[src/rtl/tcp_pkg.sv]
// Shared constants, FSM state type and checksum helper for the TCP transmit path.
package tcp_pkg;

    localparam logic [15:0] ETHERTYPE_IPV4 = 16'h0800;
    localparam logic [7:0]  IP_PROTO_TCP   = 8'h06;
    localparam int          HDR_LEN        = 54;
    localparam int          MIN_FRAME      = 60;

    localparam logic [7:0] TCP_FIN = 8'h01;
    localparam logic [7:0] TCP_SYN = 8'h02;
    localparam logic [7:0] TCP_RST = 8'h04;
    localparam logic [7:0] TCP_PSH = 8'h08;
    localparam logic [7:0] TCP_ACK = 8'h10;

    typedef enum logic [2:0] {
        ST_IDLE,
        ST_LOAD,
        ST_SUM1,
        ST_SUM2,
        ST_HDR,
        ST_PAY,
        ST_PAD
    } tx_state_t;

    // Two end-around-carry folds are enough to reduce any 32-bit sum to 16 bits.
    function automatic logic [15:0] csum_fold(input logic [31:0] s);
        logic [16:0] a;
        logic [15:0] b;
        a = {1'b0, s[15:0]} + {1'b0, s[31:16]};
        b = a[15:0] + {15'h0000, a[16]};
        return b;
    endfunction

endpackage

[src/rtl/tcp_tx_buf.sv]
// Payload byte buffer: one write port and one read port, each with its own
// auto-incrementing pointer. Read data is combinational from rd_ptr.
module tcp_tx_buf #(
    parameter int DEPTH = 64
) (
    input  logic       clk,
    input  logic       resetn,
    input  logic       clr,
    input  logic       wr_en,
    input  logic [7:0] wr_data,
    input  logic       rd_en,
    output logic [7:0] rd_data
);

    localparam int AW = (DEPTH > 1) ? $clog2(DEPTH) : 1;

    logic [7:0]    mem [DEPTH];
    logic [AW-1:0] wr_ptr;
    logic [AW-1:0] rd_ptr;

    // Pointer bookkeeping; clr rewinds both at the start of every request.
    always_ff @(posedge clk or negedge resetn) begin
        if (!resetn) begin
            wr_ptr <= '0;
            rd_ptr <= '0;
        end else if (clr) begin
            wr_ptr <= '0;
            rd_ptr <= '0;
        end else begin
            if (wr_en) wr_ptr <= wr_ptr + 1'b1;
            if (rd_en) rd_ptr <= rd_ptr + 1'b1;
        end
    end

    // Storage array write; contents need no reset since pointers gate every read.
    always_ff @(posedge clk) begin
        if (wr_en) mem[wr_ptr] <= wr_data;
    end

    assign rd_data = mem[rd_ptr];

endmodule

[src/rtl/tcp_tx.sv]
// Builds one Ethernet II + IPv4 + TCP segment per request. Payload is buffered
// and summed first, so both checksums are ready before the first header byte.
module tcp_tx
    import tcp_pkg::*;
#(
    parameter logic [47:0] mac         = 48'hC471FEC856BF,
    parameter logic [31:0] ip          = 32'h0AD2321E,
    parameter logic [15:0] port        = 16'd80,
    parameter logic [15:0] window      = 16'hFFFF,
    parameter logic [7:0]  ttl         = 8'd64,
    parameter int          MAX_PAYLOAD = 64,
    parameter logic [15:0] IP_ID_RESET = 16'h0000
) (
    input  logic        CLOCK,
    input  logic        RESETN,
    input  logic        start,
    input  logic [47:0] dst_mac,
    input  logic [31:0] dst_ip,
    input  logic [15:0] dst_port,
    input  logic [31:0] seq,
    input  logic [31:0] ack,
    input  logic [7:0]  flags,
    input  logic [10:0] payload_len,
    input  logic        inDataValid,
    input  logic [7:0]  inData,
    output logic        inReady,
    output logic        outDataValid,
    output logic [7:0]  outData,
    output logic        newpkt,
    output logic        outEop,
    output logic        busy,
    output logic        err
);

    localparam logic [10:0] LEN_MAX  = 11'(MAX_PAYLOAD);
    localparam logic [10:0] HDR_LAST = 11'(HDR_LEN - 1);
    localparam logic [10:0] PAD_THR  = 11'(MIN_FRAME - HDR_LEN);

    tx_state_t     state;
    logic [47:0]   cur_dst_mac;
    logic [31:0]   cur_dst_ip;
    logic [15:0]   cur_dst_port;
    logic [31:0]   cur_seq;
    logic [31:0]   cur_ack;
    logic [7:0]    cur_flags;
    logic [10:0]   cur_len;
    logic [10:0]   frame_len;
    logic [10:0]   ld_cnt;
    logic [10:0]   cnt;
    logic [15:0]   ip_id;
    logic [31:0]   tcp_sum;
    logic [31:0]   ip_sum;
    logic [431:0]  hdr_sr;

    logic          accept;
    logic          reject;
    logic          buf_wr_en;
    logic          buf_rd_en;
    logic [7:0]    buf_rd_data;
    logic          last_byte;
    logic          pay_end;
    logic [15:0]   tcp_len;
    logic [15:0]   total_len;
    logic [15:0]   ip_cksum;
    logic [15:0]   tcp_cksum;
    logic [31:0]   byte_word;
    logic [31:0]   tcp_hdr_sum;
    logic [31:0]   ip_hdr_sum;

    function automatic logic [31:0] w32(input logic [15:0] x);
        return {16'h0000, x};
    endfunction

    assign accept    = (state == ST_IDLE) && start && !busy && (payload_len <= LEN_MAX);
    assign reject    = (state == ST_IDLE) && start && !busy && (payload_len > LEN_MAX);
    assign buf_wr_en = (state == ST_LOAD) && inReady && inDataValid;
    assign buf_rd_en = (state == ST_PAY);
    assign last_byte = (cnt == frame_len - 11'd1);
    assign pay_end   = (cnt == HDR_LAST + cur_len);
    assign tcp_len   = 16'd20 + {5'b00000, cur_len};
    assign total_len = 16'd40 + {5'b00000, cur_len};

    // Even payload offsets are the high byte of a 16-bit word, odd offsets the low byte.
    assign byte_word = ld_cnt[0] ? {24'h000000, inData} : {16'h0000, inData, 8'h00};

    // Pseudo-header plus TCP header with the checksum and urgent fields at zero.
    assign tcp_hdr_sum = w32(ip[31:16]) + w32(ip[15:0])
                       + w32(cur_dst_ip[31:16]) + w32(cur_dst_ip[15:0])
                       + w32({8'h00, IP_PROTO_TCP}) + w32(tcp_len)
                       + w32(port) + w32(cur_dst_port)
                       + w32(cur_seq[31:16]) + w32(cur_seq[15:0])
                       + w32(cur_ack[31:16]) + w32(cur_ack[15:0])
                       + w32({8'h50, cur_flags}) + w32(window);

    assign ip_hdr_sum = w32(16'h4500) + w32(total_len) + w32(ip_id) + w32(16'h4000)
                      + w32({ttl, IP_PROTO_TCP})
                      + w32(ip[31:16]) + w32(ip[15:0])
                      + w32(cur_dst_ip[31:16]) + w32(cur_dst_ip[15:0]);

    assign ip_cksum  = ~csum_fold(ip_sum);
    assign tcp_cksum = ~csum_fold(tcp_sum);

    tcp_tx_buf #(
        .DEPTH(MAX_PAYLOAD)
    ) u_buf (
        .clk    (CLOCK),
        .resetn (RESETN),
        .clr    (accept),
        .wr_en  (buf_wr_en),
        .wr_data(inData),
        .rd_en  (buf_rd_en),
        .rd_data(buf_rd_data)
    );

    // Datapath: capture request fields, accumulate checksums, build and shift the header.
    always_ff @(posedge CLOCK) begin
        if (accept) begin
            cur_dst_mac  <= dst_mac;
            cur_dst_ip   <= dst_ip;
            cur_dst_port <= dst_port;
            cur_seq      <= seq;
            cur_ack      <= ack;
            cur_flags    <= flags;
            cur_len      <= payload_len;
            frame_len    <= (payload_len < PAD_THR) ? 11'(MIN_FRAME) : payload_len + 11'(HDR_LEN);
            tcp_sum      <= 32'h0;
        end
        case (state)
            ST_LOAD: if (buf_wr_en) tcp_sum <= tcp_sum + byte_word;
            ST_SUM1: begin
                tcp_sum <= tcp_sum + tcp_hdr_sum;
                ip_sum  <= ip_hdr_sum;
            end
            ST_SUM2: hdr_sr <= {cur_dst_mac, mac, ETHERTYPE_IPV4,
                                8'h45, 8'h00, total_len, ip_id, 16'h4000, ttl, IP_PROTO_TCP,
                                ip_cksum, ip, cur_dst_ip,
                                port, cur_dst_port, cur_seq, cur_ack, 8'h50, cur_flags,
                                window, tcp_cksum, 16'h0000};
            ST_HDR:  hdr_sr <= {hdr_sr[423:0], 8'h00};
            default: ;
        endcase
    end

    // Control FSM with registered outputs; one frame byte per cycle once emitting.
    always_ff @(posedge CLOCK or negedge RESETN) begin
        if (!RESETN) begin
            state        <= ST_IDLE;
            inReady      <= 1'b0;
            outDataValid <= 1'b0;
            outData      <= 8'h00;
            newpkt       <= 1'b0;
            outEop       <= 1'b0;
            busy         <= 1'b0;
            err          <= 1'b0;
            ip_id        <= IP_ID_RESET;
            ld_cnt       <= 11'd0;
            cnt          <= 11'd0;
        end else begin
            err <= reject;
            case (state)
                ST_IDLE: begin
                    outDataValid <= 1'b0;
                    outData      <= 8'h00;
                    newpkt       <= 1'b0;
                    outEop       <= 1'b0;
                    busy         <= 1'b0;
                    if (accept) begin
                        busy   <= 1'b1;
                        ld_cnt <= 11'd0;
                        cnt    <= 11'd0;
                        if (payload_len == 11'd0) begin
                            state <= ST_SUM1;
                        end else begin
                            state   <= ST_LOAD;
                            inReady <= 1'b1;
                        end
                    end
                end
                ST_LOAD: begin
                    if (buf_wr_en) begin
                        ld_cnt <= ld_cnt + 11'd1;
                        if (ld_cnt == cur_len - 11'd1) begin
                            inReady <= 1'b0;
                            state   <= ST_SUM1;
                        end
                    end
                end
                ST_SUM1: state <= ST_SUM2;
                ST_SUM2: state <= ST_HDR;
                ST_HDR, ST_PAY, ST_PAD: begin
                    outDataValid <= 1'b1;
                    newpkt       <= (cnt == 11'd0);
                    outEop       <= last_byte;
                    cnt          <= cnt + 11'd1;
                    if (state == ST_HDR)      outData <= hdr_sr[431:424];
                    else if (state == ST_PAY) outData <= buf_rd_data;
                    else                      outData <= 8'h00;
                    if (last_byte) begin
                        state <= ST_IDLE;
                        ip_id <= ip_id + 16'd1;
                    end else if (state == ST_HDR && cnt == HDR_LAST) begin
                        state <= (cur_len == 11'd0) ? ST_PAD : ST_PAY;
                    end else if (state == ST_PAY && pay_end) begin
                        state <= ST_PAD;
                    end
                end
                default: state <= ST_IDLE;
            endcase
        end
    end

endmodule

[config.mk]
export PLATFORM = sky130hd
export DESIGN_NAME = tcp_tx
export DESIGN_NICKNAME = d
export VERILOG_FILES = /design/src/rtl/tcp_pkg.sv /design/src/rtl/tcp_tx_buf.sv /design/src/rtl/tcp_tx.sv
export SDC_FILE = /design/constraint.sdc
export NUM_CORES = 2
export LEC_CHECK = 0
export BUFFER_PORTS_ARGS = -buffer_cell sky130_fd_sc_hd__buf_4
export CAP_MARGIN = 5
export CORE_MARGIN = 2
export CORE_UTILIZATION = 25
export CTS_BUF_LIST = sky130_fd_sc_hd__clkbuf_16
export DETAILED_ROUTE_END_ITERATION = 8
export PLACE_DENSITY = 0.38
export SETUP_SLACK_MARGIN = 0.2
export SLEW_MARGIN = 20
export SYNTH_ARGS = -nofsm -noshare
export SYNTH_HDL_FRONTEND = slang
export SYNTH_SLANG_ARGS = --single-unit
[constraint.sdc]
create_clock -name CLOCK -period 45.5 [get_ports CLOCK]
set_input_delay 9.1 -clock CLOCK [delete_from_list [all_inputs] [get_ports CLOCK]]
set_output_delay 9.1 -clock CLOCK [all_outputs]
set_load 0.03 [all_outputs]
## Word-level counts from Yosys, hierarchy flattened

Memories as Yosys holds them, arrays and structs flattened.
Index checks and enable logic that the tools add are counted.

- Memories kept: 1
- Register bits after elaboration: 753
- Input port bits: 191
- Output and inout bits: 14
- Memory bits (writable): 512

- $add $sub $neg: 37
- Multiplexer cells: 36
- Eq/ne operators: 15
- Order comparisons: 3
- Reduce and logical (&&, ||, !) cells: 24
- Bitwise operators: 2

Memories:

| memory | words | width | read ports | clocked after Yosys merged registers in | write ports | line | text |
|---|---|---|---|---|---|---|---|
| u_buf.mem | 64 | 8 | 1 | 0 | 1 | tcp_tx_buf.sv:17 | `logic [7:0] mem [DEPTH];` |

Operators with widths:

| cell | count |
|---|---|
| one-hot mux 432 bit (2 select lines) | 1 |
| two-way mux 32 bit | 2 |
| one-hot mux 32 bit (2 select lines) | 1 |
| adder 16 x 16 -> 17 bit | 3 |
| adder 22 x 16 -> 23 bit | 2 |
| adder 21 x 16 -> 22 bit | 2 |
| one-hot mux 11 bit (2 select lines) | 2 |
| equality test 11 bit | 3 |
| zero test 11 bit | 3 |
| adder 16 x 1 -> 16 bit | 2 |
| adder 32 x 16 -> 32 bit | 1 |
| adder 32 x 28 -> 32 bit | 1 |
| inverter 16 bit | 2 |
| adder 27 x 16 -> 28 bit (second input constant) | 1 |
| adder 26 x 15 -> 27 bit | 1 |
| adder 25 x 16 -> 26 bit | 1 |
| adder 24 x 16 -> 25 bit | 1 |
| adder 23 x 16 -> 24 bit | 1 |
| two-way mux 6 bit | 4 |
| adder 11 x 1 -> 11 bit (second input constant) | 2 |
| two-way mux 11 bit | 2 |
| subtractor 11 x 1 -> 11 bit (second input constant) | 2 |
| adder 20 x 14 -> 21 bit (second input constant) | 1 |
| adder 20 x 7 -> 21 bit (second input constant) | 1 |
| other kinds (41) | 75 |

## Longest topological paths before layout

- Word-level depth: 14
- Depth in mapped cells: 21
- Mapped depth without buffers: 21

## Cells and area by module

From an unflattened synthesis, not the netlist that was laid out.

- Cell total of the unflattened synthesis: 4,203
- Area total of the unflattened synthesis: 57,129.8 um^2

By module, submodules not included:

| module | instances | cells each | area each (um^2) |
|---|---|---|---|
| tcp_tx | 1 | 3,128 | 36,520.0 |
| tcp_tx_buf | 1 | 1,075 | 20,609.8 |

## Worst setup path after synthesis

OpenSTA, ideal clock, no wires.

- Path type: flip-flop to flip-flop
- Start: reg state[2]
- End: reg hdr_sr[100], enable pin
- Stages on the path, launching flop included: 4
- Path buffers: 2
- Library setup time: 1,772 ps
- Clock period less this slack: 31,509 ps
- Arrival: 29,737 ps
- Data required time: 43,728 ps
- Setup slack: 13,991 ps
- Cells stage by stage: dfrtp_1 clkbuf_1 clkbuf_1 o21ai_0

- Cells in the longest elaborated chain, start to end: 2
- Elaborated cells on any way between the ends: 3

Ends and longest elaborated chain:

| item | line | text |
|---|---|---|
| start, declared | tcp_tx.sv:39 | `tx_state_t state;` |
| start signal, assigned | tcp_tx.sv:202 | `state <= (cur_len == 11'd0) ? ST_PAD : ST_PAY;` |
| equality test 3 bit / equality test 3 x 2 -> 1 bit (equally long branches) | tcp_tx.sv:128 | `case (state)` |
| nonzero test 2 bit (no source line) (*) | -- |  |
| end signal, assigned | tcp_tx.sv:134 | `ST_SUM2: hdr_sr <= {cur_dst_mac, mac, ETHERTYPE_IPV4,` |
| end signal, assigned | tcp_tx.sv:139 | `ST_HDR: hdr_sr <= {hdr_sr[423:0], 8'h00};` |
| end, declared | tcp_tx.sv:53 | `logic [431:0] hdr_sr;` |

Every way passes the cells marked *; elsewhere a longest branch is shown, timed or not.
A chain may end at the register's enable or synchronous reset.

## Final worst setup path

- Start: in payload_len[0]
- End: reg cur_ack[13], enable pin

- Cells in the longest elaborated chain, start to end: 2

Ends and longest elaborated chain:

| item | line | text |
|---|---|---|
| start, declared | tcp_tx.sv:23 | `input logic [10:0] payload_len,` |
| less-or-equal comparator 11 x 7 -> 1 bit | tcp_tx.sv:74 | `assign accept = (state == ST_IDLE) && start && !busy && (payload_len <= LEN_MAX);` |
| logical AND 1 bit | tcp_tx.sv:74 |  |
| end signal, assigned | tcp_tx.sv:122 | `cur_ack <= ack;` |
| end, declared | tcp_tx.sv:44 | `logic [31:0] cur_ack;` |

Every way passes these cells.

==> results.md <==
* Status: completed
* PwrDens at 64.8 nW/um^2
* Synthesized cell area at 56700 um^2
* Critical Path End Type: flip-flop
* Dpl hpwl at 115 mm
* Period minus WS final at 11610 ps
* RSZ-0062 raised after global routing: no
* TritonCTS Buffers at 150
* R2R Path Start: cur_len[8]$_DFFE_PP_
* Die width at 480 um
* Via count at 32600
* Primary FF master, synth: edfxtp_1
* # Post-CTS Setup Buffers at 0
* Area occupied by multi-input gates at 18600 um^2
* #FFs+latches synth at 1236
* Critical Path Start: payload_len[0]
* Layout filler cell count at 22700
* Max Root-Sink Buffers at 3
* Slew at the pin closest to its max-slew limit at 1050 ps
* Share of the yosys chip area belonging to registers at 64.3%
* CP Capture Point: cur_ack[13]$_DFFE_PP_
* Max Cap Violations at 0
* Clk pin slew, worst setup/hold paths at 50 ps
* Reg2Reg Depth at 17
* Worst Path Arrival at 12010 ps
* CTS H-tree depth at 4
* Tot Pwr at 4.31 mW
* Met2 usage at 23.7%
* Starting Density at 25.2%
* Fin cells at 7308
* Post-DR wirelength/cell at 22.9 um
* VDD IR max at 0.0394 mV
* Top cell type's share of synthesized area at 60.2%
* IO Pins at 205
* FFs w/ async S/R, synth at 5.42%
* Largest net degree at the start of global routing at 112
* Met3 global-route usage at 2.50%
* Number of unique standard cell types used by synthesis at 80
* PortBufs at 204
* Vias in the first global route at 33400
* Initial antenna violation count at 7
* Slew headroom at 29.7%
* Hold_buf cts at 0
* CP max FO at 111
* Critical R2R Capture: tcp_sum[31]$_DFF_P_
* Number of vias per cell at 4.46
* Tcrit/Tclk final at 25.5%
* Mean Syn Cell Area at 14.2 um^2
* DR iter-0 viols at 2665
* Final antenna-violating net count at 0
* CTS resizes at 0
* Routability cong. at 0.795
* Layout area overhead at 17.3%
* Hold Violations, Final at 0
* Post-synth EDFFs at 1137
* Clock root buffer: clkbuf_16
* Die area at 231000 um^2
* Critical path startpoint category: input pin
* Achievable Freq at 86.1 MHz
* DRC at 0
* Net count after synthesis at 4467
* CTS tree: yes
* Mapped Cells at 3986
* Overall routed net length at 168 mm
* Clk_skew at 38.2 ps
* Placeable Area at 225000 um^2
* R2r setup slk at 38990 ps
* Largest cells by area after synthesis: edfxtp_1 (60%), mux4_2 (6.7%), fa_1 (5.1%)
* Layout cells sized above 1 at 15.3%
* Leakage at 24.2 nW
* Sum of negative setup slack at 0 ps
* Most Crowded Layer GR: met2
* Clock Sinks at 1236
* Global-route wire length before repair at 243 mm
* Final net count at 4678
* Chip Height at 480 um
* Critical Path RT at 45900 ps
* Yosys Warn Count at 0
* Grt ovf at 0
* Reg area at 36500 um^2
* # setup viols final at 0
* Leading area contributor after synthesis: edfxtp_1
* Max Slew Vio Count at 0
* Hold WC Path Type: reg -> reg
* Crit Path Class: in -> reg
* Global Route met1 Usage at 19.8%
* Site row count at 174
* Inst Count DP at 7037
* Skew-Pair Late Insertion Delay at 800 ps
* 1st-pass router iterations at 5
* GRT Total Usage at 14.4%
[cell usage after synthesis (36+ instances only)]
cell type  instances
dfrtp_1           67
mux4_2           168
or3_1             84
xor2_1            72
inv_1            265
o21ai_0          160
nand3_1           63
nor2_1           198
and3_1           136
edfxtp_1        1137
ha_1             146
fa_1             144
xnor2_1          106
a21oi_1           83
nor3_1            36
nand2_1          566
clkbuf_1         160
[stage by stage]
stage                     utilization (%)  area, um^2  hold slack (ps)  setup slack [ps]
after floorplan                         -       56700              468             13990
after global placement               27.4       61700              470             32970
after detailed placement             27.4       61700              477             33010
after CTS                            29.5       66500              474             33870
after global routing                 29.5       66500              510             33670
final                                29.5       66500              483             33890
[layout by cell type, fill, tap and decap left out, types with 17 or more instances in the layout]
cell type	count
ha_1	146
xor2_1	72
nor2b_1	30
edfxtp_1	1137
nor3_1	35
o31ai_1	17
a21oi_1	83
a31oi_1	18
inv_1	302
clkbuf_16	154
nand3_1	63
dfxtp_1	32
fa_1	144
nor2_1	195
a21o_1	33
clkinv_2	19
nand4_1	26
mux4_2	168
o21ai_0	158
clkinv_1	30
nand2_1	565
buf_4	246
or3_1	84
dfrtp_1	62
xnor2_1	106
and3_1	136
[state kept, by name, indices dropped and copies added, names as in the netlist, 6 cells and up]
name	count
u_buf.mem	512
hdr_sr	416
cur_dst_mac	48
cur_ack	32
cur_dst_ip	32
cur_seq	32
tcp_sum	32
ip_sum	19
cur_dst_port	16
ip_id	16
cnt	11
cur_len	11
frame_len	11
ld_cnt	11
cur_flags	8
outData	8
u_buf.rd_ptr	6
u_buf.wr_ptr	6
[metal layers]
metal	vias to the layer above	wire length (um)	part of all wire, %
met3	174	6160	3.7
li1	15000	-	-
met1	16900	77700	46
met2	550	81200	48
met4	0	2600	1.6
met5	-	0	0
[logic make-up (layout without fill, tap and decap cells)]
family                     Yosys count  in the layout  synth area share (%)
buffers and inverters              455            783                  3.02
xor gates and xnor gates           178            178                  2.75
other                                0              2                     0
DFF                               1236           1236                  64.3
AOI/OAI and AO/OA                  423            423                  4.62
and+or+nand+nor                   1222           1222                  10.1
muxes                              182            182                  6.93
adders and majority gates          290            290                  8.30
[critical path, cell delays in order]
cell and delay [ps]:
buf_4 120, nor4_2 280, buf_4 230, nand2_1 70, a21oi_1 210, nand4b_1 110, buf_4 280, inv_8 630
buf_4 780
[where the power goes]
| group | switching, mW | internal [mW] |
|---|---|---|
| combinational | 0.921 | 0.551 |
| sequential | 0.140 | 1.52 |
| clock | 0.500 | 0.678 |
| total | 1.56 | 2.75 |
[final cells by class]
cell class                      instances  share of cell area (%)
Sequential cell                      1236                    54.8
Clock inverter                        115                    1.41
Inverter                              266                    1.51
Clock buffer                          154                    5.79
Antenna cell                            2                 0.00752
Timing Repair Buffer                  248                    2.82
Tap cell                             2992                    5.63
Multi-Input combinational cell       2295                    28.0
[how the worst min path moves through the flow]
stage	startpoint	to	cells past startpoint
2_1_floorplan	tcp_sum[29]$_DFF_P_	tcp_sum[29]$_DFF_P_	1
3_3_place_gp	outData[0]$_DFFE_PN0P_	outData[0]$_DFFE_PN0P_	2
3_5_place_dp	outData[2]$_DFFE_PN0P_	outData[2]$_DFFE_PN0P_	2
4_1_cts	hdr_sr[118]$_DFFE_PP_	hdr_sr[126]$_DFFE_PP_	2
5_1_grt	outData[6]$_DFFE_PN0P_	outData[6]$_DFFE_PN0P_	2
6_report	outData[2]$_DFFE_PN0P_	outData[2]$_DFFE_PN0P_	2
Power figures use the tool's default switching activity.
